### config.mk
export PLATFORM = sky130hd
export DESIGN_NAME = uart_rx
export DESIGN_NICKNAME = d
export VERILOG_FILES = /design/src/rtl/uart_pkg.sv /design/src/rtl/baud_tick_counter.sv /design/src/rtl/uart_rx.sv
export SDC_FILE = /design/constraint.sdc
export NUM_CORES = 1
export LEC_CHECK = 0
export CAP_MARGIN = 20
export CORE_ASPECT_RATIO = 0.9
export CORE_MARGIN = 2
export CORE_UTILIZATION = 55
export CTS_CLUSTER_DIAMETER = 50
export DETAILED_ROUTE_END_ITERATION = 10
export PLACE_DENSITY_LB_ADDON = 0.05
export SLEW_MARGIN = 30
export SYNTH_ARGS = -nofsm -noshare
export SYNTH_HDL_FRONTEND = slang
export SYNTH_HIERARCHICAL = 1
export SYNTH_SLANG_ARGS = --single-unit
### constraint.sdc
create_clock -name i_clk -period 2.29 [get_ports i_clk]
set_input_delay 0.229 -clock i_clk [delete_from_list [all_inputs] [get_ports i_clk]]
set_output_delay 0.229 -clock i_clk [all_outputs]
set_load 0.01 [all_outputs]
### src/rtl/uart_pkg.sv
// Shared UART definitions: receiver FSM state encodings and default timing.
// Used by uart_rx and uart_tx.
package uart_pkg;

  // 25 MHz clock / 115200 baud
  localparam int unsigned CLKS_PER_BIT_DEFAULT = 217;

  typedef enum logic [2:0] {
    ST_IDLE      = 3'd0,
    ST_START     = 3'd1,
    ST_DATA      = 3'd2,
    ST_STOP      = 3'd3,
    ST_WAIT_HIGH = 3'd4
  } uart_state_t;

endpackage

### src/rtl/baud_tick_counter.sv
// Bit-period counter: counts 0..CLKS_PER_BIT-1 and wraps.
// Ports:
//   i_clk, i_reset  : clock, synchronous active-high reset
//   i_clear         : force the count back to 0 on the next edge
//   o_mid_tick      : count is at the bit centre, (CLKS_PER_BIT-1)/2
//   o_full_tick     : count is at the last clock of the bit period
// The tick outputs are decodes of the count register itself.
module baud_tick_counter #(
  parameter int unsigned CLKS_PER_BIT = 217
) (
  input  logic i_clk,
  input  logic i_reset,
  input  logic i_clear,
  output logic o_mid_tick,
  output logic o_full_tick
);

  localparam int unsigned CNT_W    = $clog2(CLKS_PER_BIT);
  localparam int unsigned MID_CNT  = (CLKS_PER_BIT - 1) / 2;
  localparam int unsigned FULL_CNT = CLKS_PER_BIT - 1;

  logic [CNT_W-1:0] r_count;
  logic             w_full;

  assign w_full      = (r_count == CNT_W'(FULL_CNT));
  assign o_full_tick = w_full;
  assign o_mid_tick  = (r_count == CNT_W'(MID_CNT));

  // Free-running period counter with clear and wrap
  always_ff @(posedge i_clk) begin
    if (i_reset || i_clear || w_full) begin
      r_count <= '0;
    end else begin
      r_count <= r_count + CNT_W'(1);
    end
  end

endmodule

### src/rtl/uart_rx.sv
// UART receiver: 1 start bit, DATA_BITS data bits LSB first, 1 stop bit,
// no parity. Start bit is confirmed at its centre; data and stop bits are
// sampled one full bit period apart from there.
// Ports:
//   i_clk, i_reset : clock, synchronous active-high reset
//   i_rx           : asynchronous serial line, idle high
//   o_data         : last correctly framed word (held until the next one)
//   o_valid        : one-cycle pulse, o_data just updated
//   o_frame_err    : one-cycle pulse, stop bit sampled low
//   o_busy         : receiver FSM is not idle
module uart_rx
  import uart_pkg::*;
#(
  parameter int unsigned CLKS_PER_BIT = CLKS_PER_BIT_DEFAULT,
  parameter int unsigned DATA_BITS    = 8
) (
  input  logic                 i_clk,
  input  logic                 i_reset,
  input  logic                 i_rx,
  output logic [DATA_BITS-1:0] o_data,
  output logic                 o_valid,
  output logic                 o_frame_err,
  output logic                 o_busy
);

  localparam int unsigned IDX_W = (DATA_BITS > 1) ? $clog2(DATA_BITS) : 1;

  uart_state_t          r_state;
  uart_state_t          w_state_next;
  logic                 r_sync1;
  logic                 r_sync2;
  logic [DATA_BITS-1:0] r_shift;
  logic [IDX_W-1:0]     r_bit_idx;
  logic                 w_rx_s;
  logic                 w_clear;
  logic                 w_sample;
  logic                 w_valid_set;
  logic                 w_ferr_set;
  logic                 w_mid_tick;
  logic                 w_full_tick;
  logic                 w_last_bit;

  // Two-flop synchronizer; resets to the idle (high) line level
  always_ff @(posedge i_clk) begin
    if (i_reset) begin
      r_sync1 <= 1'b1;
      r_sync2 <= 1'b1;
    end else begin
      r_sync1 <= i_rx;
      r_sync2 <= r_sync1;
    end
  end

  assign w_rx_s     = r_sync2;
  assign w_last_bit = (r_bit_idx == IDX_W'(DATA_BITS - 1));

  baud_tick_counter #(
    .CLKS_PER_BIT (CLKS_PER_BIT)
  ) u_baud_tick_counter (
    .i_clk       (i_clk),
    .i_reset     (i_reset),
    .i_clear     (w_clear),
    .o_mid_tick  (w_mid_tick),
    .o_full_tick (w_full_tick)
  );

  // FSM state register
  always_ff @(posedge i_clk) begin
    if (i_reset) begin
      r_state <= ST_IDLE;
    end else begin
      r_state <= w_state_next;
    end
  end

  // FSM next state and datapath controls
  always_comb begin
    w_state_next = r_state;
    w_clear      = 1'b0;
    w_sample     = 1'b0;
    w_valid_set  = 1'b0;
    w_ferr_set   = 1'b0;
    case (r_state)
      ST_IDLE: begin
        // Hold the counter at 0 so START measures from the falling edge
        w_clear = 1'b1;
        if (!w_rx_s) begin
          w_state_next = ST_START;
        end
      end
      ST_START: begin
        if (w_mid_tick) begin
          if (!w_rx_s) begin
            // Re-align the counter to the bit centre
            w_clear      = 1'b1;
            w_state_next = ST_DATA;
          end else begin
            w_state_next = ST_IDLE;
          end
        end
      end
      ST_DATA: begin
        if (w_full_tick) begin
          w_sample = 1'b1;
          if (w_last_bit) begin
            w_state_next = ST_STOP;
          end
        end
      end
      ST_STOP: begin
        if (w_full_tick) begin
          if (w_rx_s) begin
            w_valid_set  = 1'b1;
            w_state_next = ST_IDLE;
          end else begin
            w_ferr_set   = 1'b1;
            w_state_next = ST_WAIT_HIGH;
          end
        end
      end
      ST_WAIT_HIGH: begin
        // Break condition: wait for the line to return high
        if (w_rx_s) begin
          w_state_next = ST_IDLE;
        end
      end
      default: begin
        w_state_next = ST_IDLE;
      end
    endcase
  end

  // Shift register (LSB arrives first, so shift right) and bit index
  always_ff @(posedge i_clk) begin
    if (i_reset) begin
      r_shift   <= '0;
      r_bit_idx <= '0;
    end else if (w_sample) begin
      r_shift   <= {w_rx_s, r_shift[DATA_BITS-1:1]};
      r_bit_idx <= w_last_bit ? '0 : r_bit_idx + IDX_W'(1);
    end
  end

  // Registered outputs
  always_ff @(posedge i_clk) begin
    if (i_reset) begin
      o_data      <= '0;
      o_valid     <= 1'b0;
      o_frame_err <= 1'b0;
      o_busy      <= 1'b0;
    end else begin
      o_valid     <= w_valid_set;
      o_frame_err <= w_ferr_set;
      o_busy      <= (w_state_next != ST_IDLE);
      if (w_valid_set) begin
        o_data <= r_shift;
      end
    end
  end

endmodule

# --- After elaboration in Yosys (flattened, before gate mapping) ---
# Index checks and enable logic that the tools add are counted.
op_classes:
  add_sub_neg: 2
  n_eq_ne: 7
  muxes: 18
  n_bitwise: 2
  reduce_logical: 5
ops:
  columns: ["cell", "count"]
  rows:
  - ["$mux 3", 8]
  - ["$pmux 3 s5", 1]
  - ["$add 8x1->8 const B", 1]
  - ["$eq 8x7->1 const B", 1]
  - ["$eq 8x8->1 const B", 1]
  - ["$mux 1", 7]
  - ["$eq 3x2->1 const B", 2]
  - ["$eq 3x3->1 const B", 2]
  - ["$add 3x1->3 const B", 1]
  - ["$eq 3x1->1 const B", 1]
  - ["$logic_not 3->1", 1]
  - ["$reduce_bool 3->1", 1]
  - ["$reduce_or 3->1", 1]
  - ["$logic_or 1x1->1", 2]
  - ["$mux 2", 1]
  - ["$not 1->1", 2]
  - ["$pmux 1 s2", 1]
word_totals:
  reg_bits: 35
  in_bits: 3
  out_inout_bits: 11
  word_cells: 44

# --- Longest topological paths before layout ---
depth:
  word_depth: 5
  ltp_mapped: 9

# --- Modules after synthesis ---
# Netlist, hierarchy kept.
modules_own_cells:
  columns: ["mod", "instances", "cells_per_inst", "area_per_inst_um2", "seq_area_each_um2"]
  rows:
  - ["uart_rx", 1, 122, 1123.6, 540.5]
  - ["baud_tick_counter", 1, 44, 387.9, 160.2]

# --- Worst setup path after synthesis ---
# No wires, ideal clock.
synth_path:
  path_type: "flip-flop to flip-flop"
  start: "register u_baud_tick_counter.r_count[0]"
  end: "register o_data[0]"
  setup_time_ns: 0.072
  arrival_time_ns: 1.719
  required_time_ns: 2.218
  setup_slack_ns: 0.499
  stages_incl_launch_ff: 9
  path_buffers: 1
  period_less_slack_ns: 1.791
  path_cell_list: "dfxtp_1 inv_1 ha_1 nand2_1 nor3_1 and4b_1 and2_4 buf_6 mux2i_1"
synth_between:
  elab_chain_cells: 3
synth_rtl:
  columns: ["item", "line_no", "source"]
  rows:
  - ["start: declaration", "baud_tick_counter.sv:22", "logic [CNT_W-1:0] r_count;"]
  - ["start signal: assignment", "baud_tick_counter.sv:34", "r_count <= r_count + CNT_W'(1);"]
  - ["$eq 8x8->1", "baud_tick_counter.sv:25", "assign w_full = (r_count == CNT_W'(FULL_CNT));"]
  - ["net w_full_tick", "uart_rx.sv:40", "logic w_full_tick;"]
  - ["$mux 1", "uart_rx.sv:111", "if (w_full_tick) begin"]
  - ["$mux 1", "uart_rx.sv:83", "case (r_state)"]
  - ["end signal: assignment", "uart_rx.sv:156", "o_data <= r_shift;"]
  - ["end: declaration", "uart_rx.sv:20", "output logic [DATA_BITS-1:0] o_data,"]
# The timed path passes the listed nets, and every way through them passes these cells.
# A chain may end at the register's enable or synchronous reset.

# --- Final worst setup path ---
layout_path:
  start: "register u_baud_tick_counter.r_count[0]"
  end: "register u_baud_tick_counter.r_count[4]"
layout_between:
  elab_chain_cells: 5
  elab_cells_between_ends: 7
layout_rtl:
  columns: ["item", "line_no", "source"]
  rows:
  - ["$eq 8x7->1", "baud_tick_counter.sv:27", "assign o_mid_tick = (r_count == CNT_W'(MID_CNT));"]
  - ["net w_mid_tick", "uart_rx.sv:39", "logic w_mid_tick;"]
  - ["$mux 1", "uart_rx.sv:92", "if (w_mid_tick) begin"]
  - ["$pmux 1 s2", "uart_rx.sv:83", null]
  - ["net w_clear", "uart_rx.sv:35", "logic w_clear;"]
  - ["$logic_or 1x1->1 (2 in a row)", "baud_tick_counter.sv:31", "if (i_reset || i_clear || w_full) begin"]
# The timed path passes the listed nets, and every way through them passes these cells.

==> results.json <==
{
  "ys_types": 35,
  "worstHoldPathType": "reg2reg",
  "period_share_pct": 80.3,
  "start_util_pct": 56.4,
  "cp_slowest_cell": "nor4_1",
  "switching_share_pct": 20.5,
  "route.detailed.wl_per_inst_um": 11.5,
  "yosysTopAreaCellShare_pct": 46.4,
  "ant_nets": 0,
  "sequentialPowerShare_pct": 60.7,
  "crit_end": "u_baud_tick_counter/r_count[4]",
  "seqCellArea_sq_um": 701,
  "crit_type": "reg2reg",
  "slew_headroom_pct": 68.9,
  "dieArea_sq_um": 3180,
  "rsz0062_at_grt": "false",
  "ys_seq_area_share_pct": 46.4,
  "crit_path_frequent_cell": "nor2_1",
  "synthToLayoutAreaGrowth_pct": 13.9,
  "ctsHoldBuffers": 0,
  "fin_skew_ps": 2.68,
  "final_util_pct": 64.2,
  "diodes": 0,
  "fin_ws_ps": 451,
  "intPower_mw": 0.809,
  "placedCellCount": 204,
  "critical_path_buf_inv_count": 1,
  "nNetsFinal": 188,
  "syn_area_per_cell_sq_um": 9.11,
  "num_rows": 18,
  "antenna_found_initial": 0,
  "power.clock.fraction_pct": 36.4,
  "rr_startpoint": "u_baud_tick_counter/r_count[0]",
  "multi_input_area_sq_um": 743,
  "grt_pass1_vias": 957,
  "startpoint": "u_baud_tick_counter/r_count[0]",
  "worstPathArrival_ps": 2050,
  "syn-num-nets": 173,
  "cts_tree": "done",
  "max-cap-violations": 0,
  "io_buffer_count": 13,
  "cp-start-kind": "register",
  "vias": 1104,
  "fin_tns_setup_ps": 0,
  "layout-drive-gt1-share_pct": 9.34,
  "cp.depth": 9,
  "grt_max_degree": 26,
  "cts-root-buf": "clkbuf_4",
  "grt_use_total_pct": 17.8,
  "synth_cells": 166,
  "report.final.setup_viol": 0,
  "status": "complete, no violations",
  "drt_iter0_markers": 43,
  "peakVddDrop_uv": 364,
  "fmax_mhz": 544,
  "clock_latency_ps": 330,
  "wl_um": 2440,
  "dr.pass1.iters": 5,
  "dpl.hpwl_um": 1650,
  "end_kind": "register",
  "power_switching_mw": 0.209,
  "synthTopCellsByArea": "dfxtp_1 46%, nand2b_1 7.0%, nand2_1 5.7%",
  "yosys_warnings": 6,
  "gr-total-overflow": 0,
  "timing.rr.end": "u_baud_tick_counter/r_count[4]",
  "boundaryPins": 14,
  "cp_max_fo": 8,
  "cts_resized": 0,
  "final_cells": 212,
  "p_total_mw": 1.02,
  "synth_area_sq_um": 1510,
  "yosys_register_bits": 35,
  "cts_setup_buffers": 0,
  "synth_top_area_cell": "dfxtp_1",
  "worstMarginPinSlew_ps": 462,
  "hold_violations": 0,
  "dieWidth_um": 59.3,
  "period_minus_slack_ps": 1840,
  "leakage_nw": 0.575,
  "crit_path_cell_trace": "inv_1 > ha_1 > nand2_1 > nor4_1 > a21boi_0 > nor3_1 > nor2_1 > o31ai_4 > nor2_1",
  "drv_slew": 0,
  "grt_pass1_wl_um": 4170,
  "die_y_um": 53.7,
  "regToRegSetupSlack_ps": 450,
  "cts_sinks": 35,
  "clock_path_buffers": 2,
  "cp_slowest_stage_delay_ps": 430,
  "p_comb_share_pct": 3.0,
  "crit_required_ps": 2500,
  "stdcell_area_sq_um": 1720,
  "clk_transition_reported_paths_ps": 100,
  "routed_via_density": 5.21,
  "remaining_drc_errors": 0,
  "place_area_sq_um": 1650,
  "pre_cts_ws_ps": 482,
  "r2r_cells": 9,
  "critPathTopFamily": "simple AND/OR/NAND/NOR gates",
  "cts_max_level": 2,
  "fill_cells": 225,
  "p_per_area_nw_per_um2": 591,
  "timing.hold.ws_ps": 434,
  "cts_buffers": 5,
  "gp_congestion": 0.766,
  "core-area_sq_um": 2680
}
## layout by cell type, fill, tap and decap left out
cell / Yosys / routed
a21boi_0: 1 / 1
a21oi_1: 15 / 15
a21oi_2: 1 / 1
and2_4: 1 / 1
and4b_1: 1 / 1
and4bb_1: 1 / 1
buf_4: 2 / 3
clkbuf_1: 2 / 1
clkbuf_4: 0 / 5
clkbuf_8: 0 / 2
clkdlybuf4s50_1: 0 / 13
dfxtp_1: 35 / 35
ha_1: 4 / 4
inv_1: 5 / 5
mux2i_1: 8 / 8
nand2_1: 23 / 23
nand2b_1: 17 / 17
nand3_1: 7 / 7
nand3b_1: 2 / 2
nand4_2: 1 / 1
nand4bb_1: 1 / 1
nor2_1: 9 / 9
nor2b_1: 2 / 2
nor3_1: 4 / 4
nor4_1: 2 / 2
nor4bb_1: 1 / 1
o21ai_0: 3 / 3
o311a_1: 1 / 1
o311ai_0: 1 / 1
o31ai_1: 1 / 1
o31ai_4: 1 / 1
or2_2: 2 / 2
or2_4: 1 / 1
or3_1: 4 / 4
xnor2_1: 1 / 1
xor2_1: 2 / 2
## how the worst min path moves through the flow
stage	from	endpoint	slack (ps)	cells past startpoint
after global routing	r_sync1	r_sync2	460	1
after floorplan	i_rx	r_sync1	330	1
after global placement	r_sync1	r_sync2	400	1
final	r_sync1	r_sync2	430	1
after detailed placement	r_sync1	r_sync2	410	1
after CTS	r_sync1	r_sync2	440	1
## per-layer routing
layer / vias to the layer above / GRT usage [%] / wire length (um)
met4: 0 / 6.82 / 17
met1: 479 / 24.5 / 1320
li1: 597 / - / -
met3: 4 / 6.49 / 115
met5: - / 0 / 0
met2: 24 / 25.3 / 991
## cell families after synthesis
family                   Yosys count  share of synthesized area [%]
buffers and inverters             13                           4.47
AND/OR/NAND/NOR                   79                           28.6
multiplexers                       8                           5.30
AO/OA/AOI/OAI                     24                           10.2
flip-flops                        35                           46.4
XOR/XNOR                           3                           1.74
adder cells (fa/ha/maj)            4                           3.31
## cells in the mapped netlist
master,count
dfxtp_1,35
nand2_1,23
nand2b_1,17
a21oi_1,15
nor2_1,9
mux2i_1,8
nand3_1,7
inv_1,5
ha_1,4
nor3_1,4
or3_1,4
buf_2,3
o21ai_0,3
buf_4,2
clkbuf_1,2
nand3b_1,2
nor2b_1,2
nor4_1,2
or2_2,2
xor2_1,2
a21boi_0,1
a21oi_2,1
and2_4,1
and4b_1,1
and4bb_1,1
buf_6,1
nand4_2,1
nand4bb_1,1
nor4bb_1,1
o311a_1,1
o311ai_0,1
o31ai_1,1
o31ai_4,1
or2_4,1
xnor2_1,1
## worst register-to-register path: stages, from the launching register on
cell and delay (ps):
dfxtp_1 360, inv_1 70, ha_1 130, nand2_1 100
nor4_1 430, a21boi_0 160, nor3_1 150, nor2_1 100
o31ai_4 130, nor2_1 90
## power by group through the flow
stage                     clock network, mW  logic, mW  registers [mW]
after global placement                    0     0.0305           0.631
after detailed placement                  0     0.0307           0.632
after CTS                             0.386     0.0308           0.618
after floorplan                           0     0.0227           0.629
after global routing                  0.408     0.0338           0.619
final                                 0.370     0.0304           0.618
## registers in the layout, summed over array words and instances, names as in the netlist
name,cells
o_data,8
r_state,3
u_baud_tick_counter/r_count,8
o_busy,1
o_frame_err,1
r_bit_idx,3
r_sync1,1
r_shift,8
o_valid,1
r_sync2,1
## area by class of cell
class / instances / area share, %
inverter: 5 / 1.09
clock buffer: 8 / 4.00
sequential: 35 / 40.7
timing repair buffer: 16 / 8.87
tap: 30 / 2.18
multi-input combinational: 118 / 43.2
No activity file was read; power rests on OpenSTA's default activity.
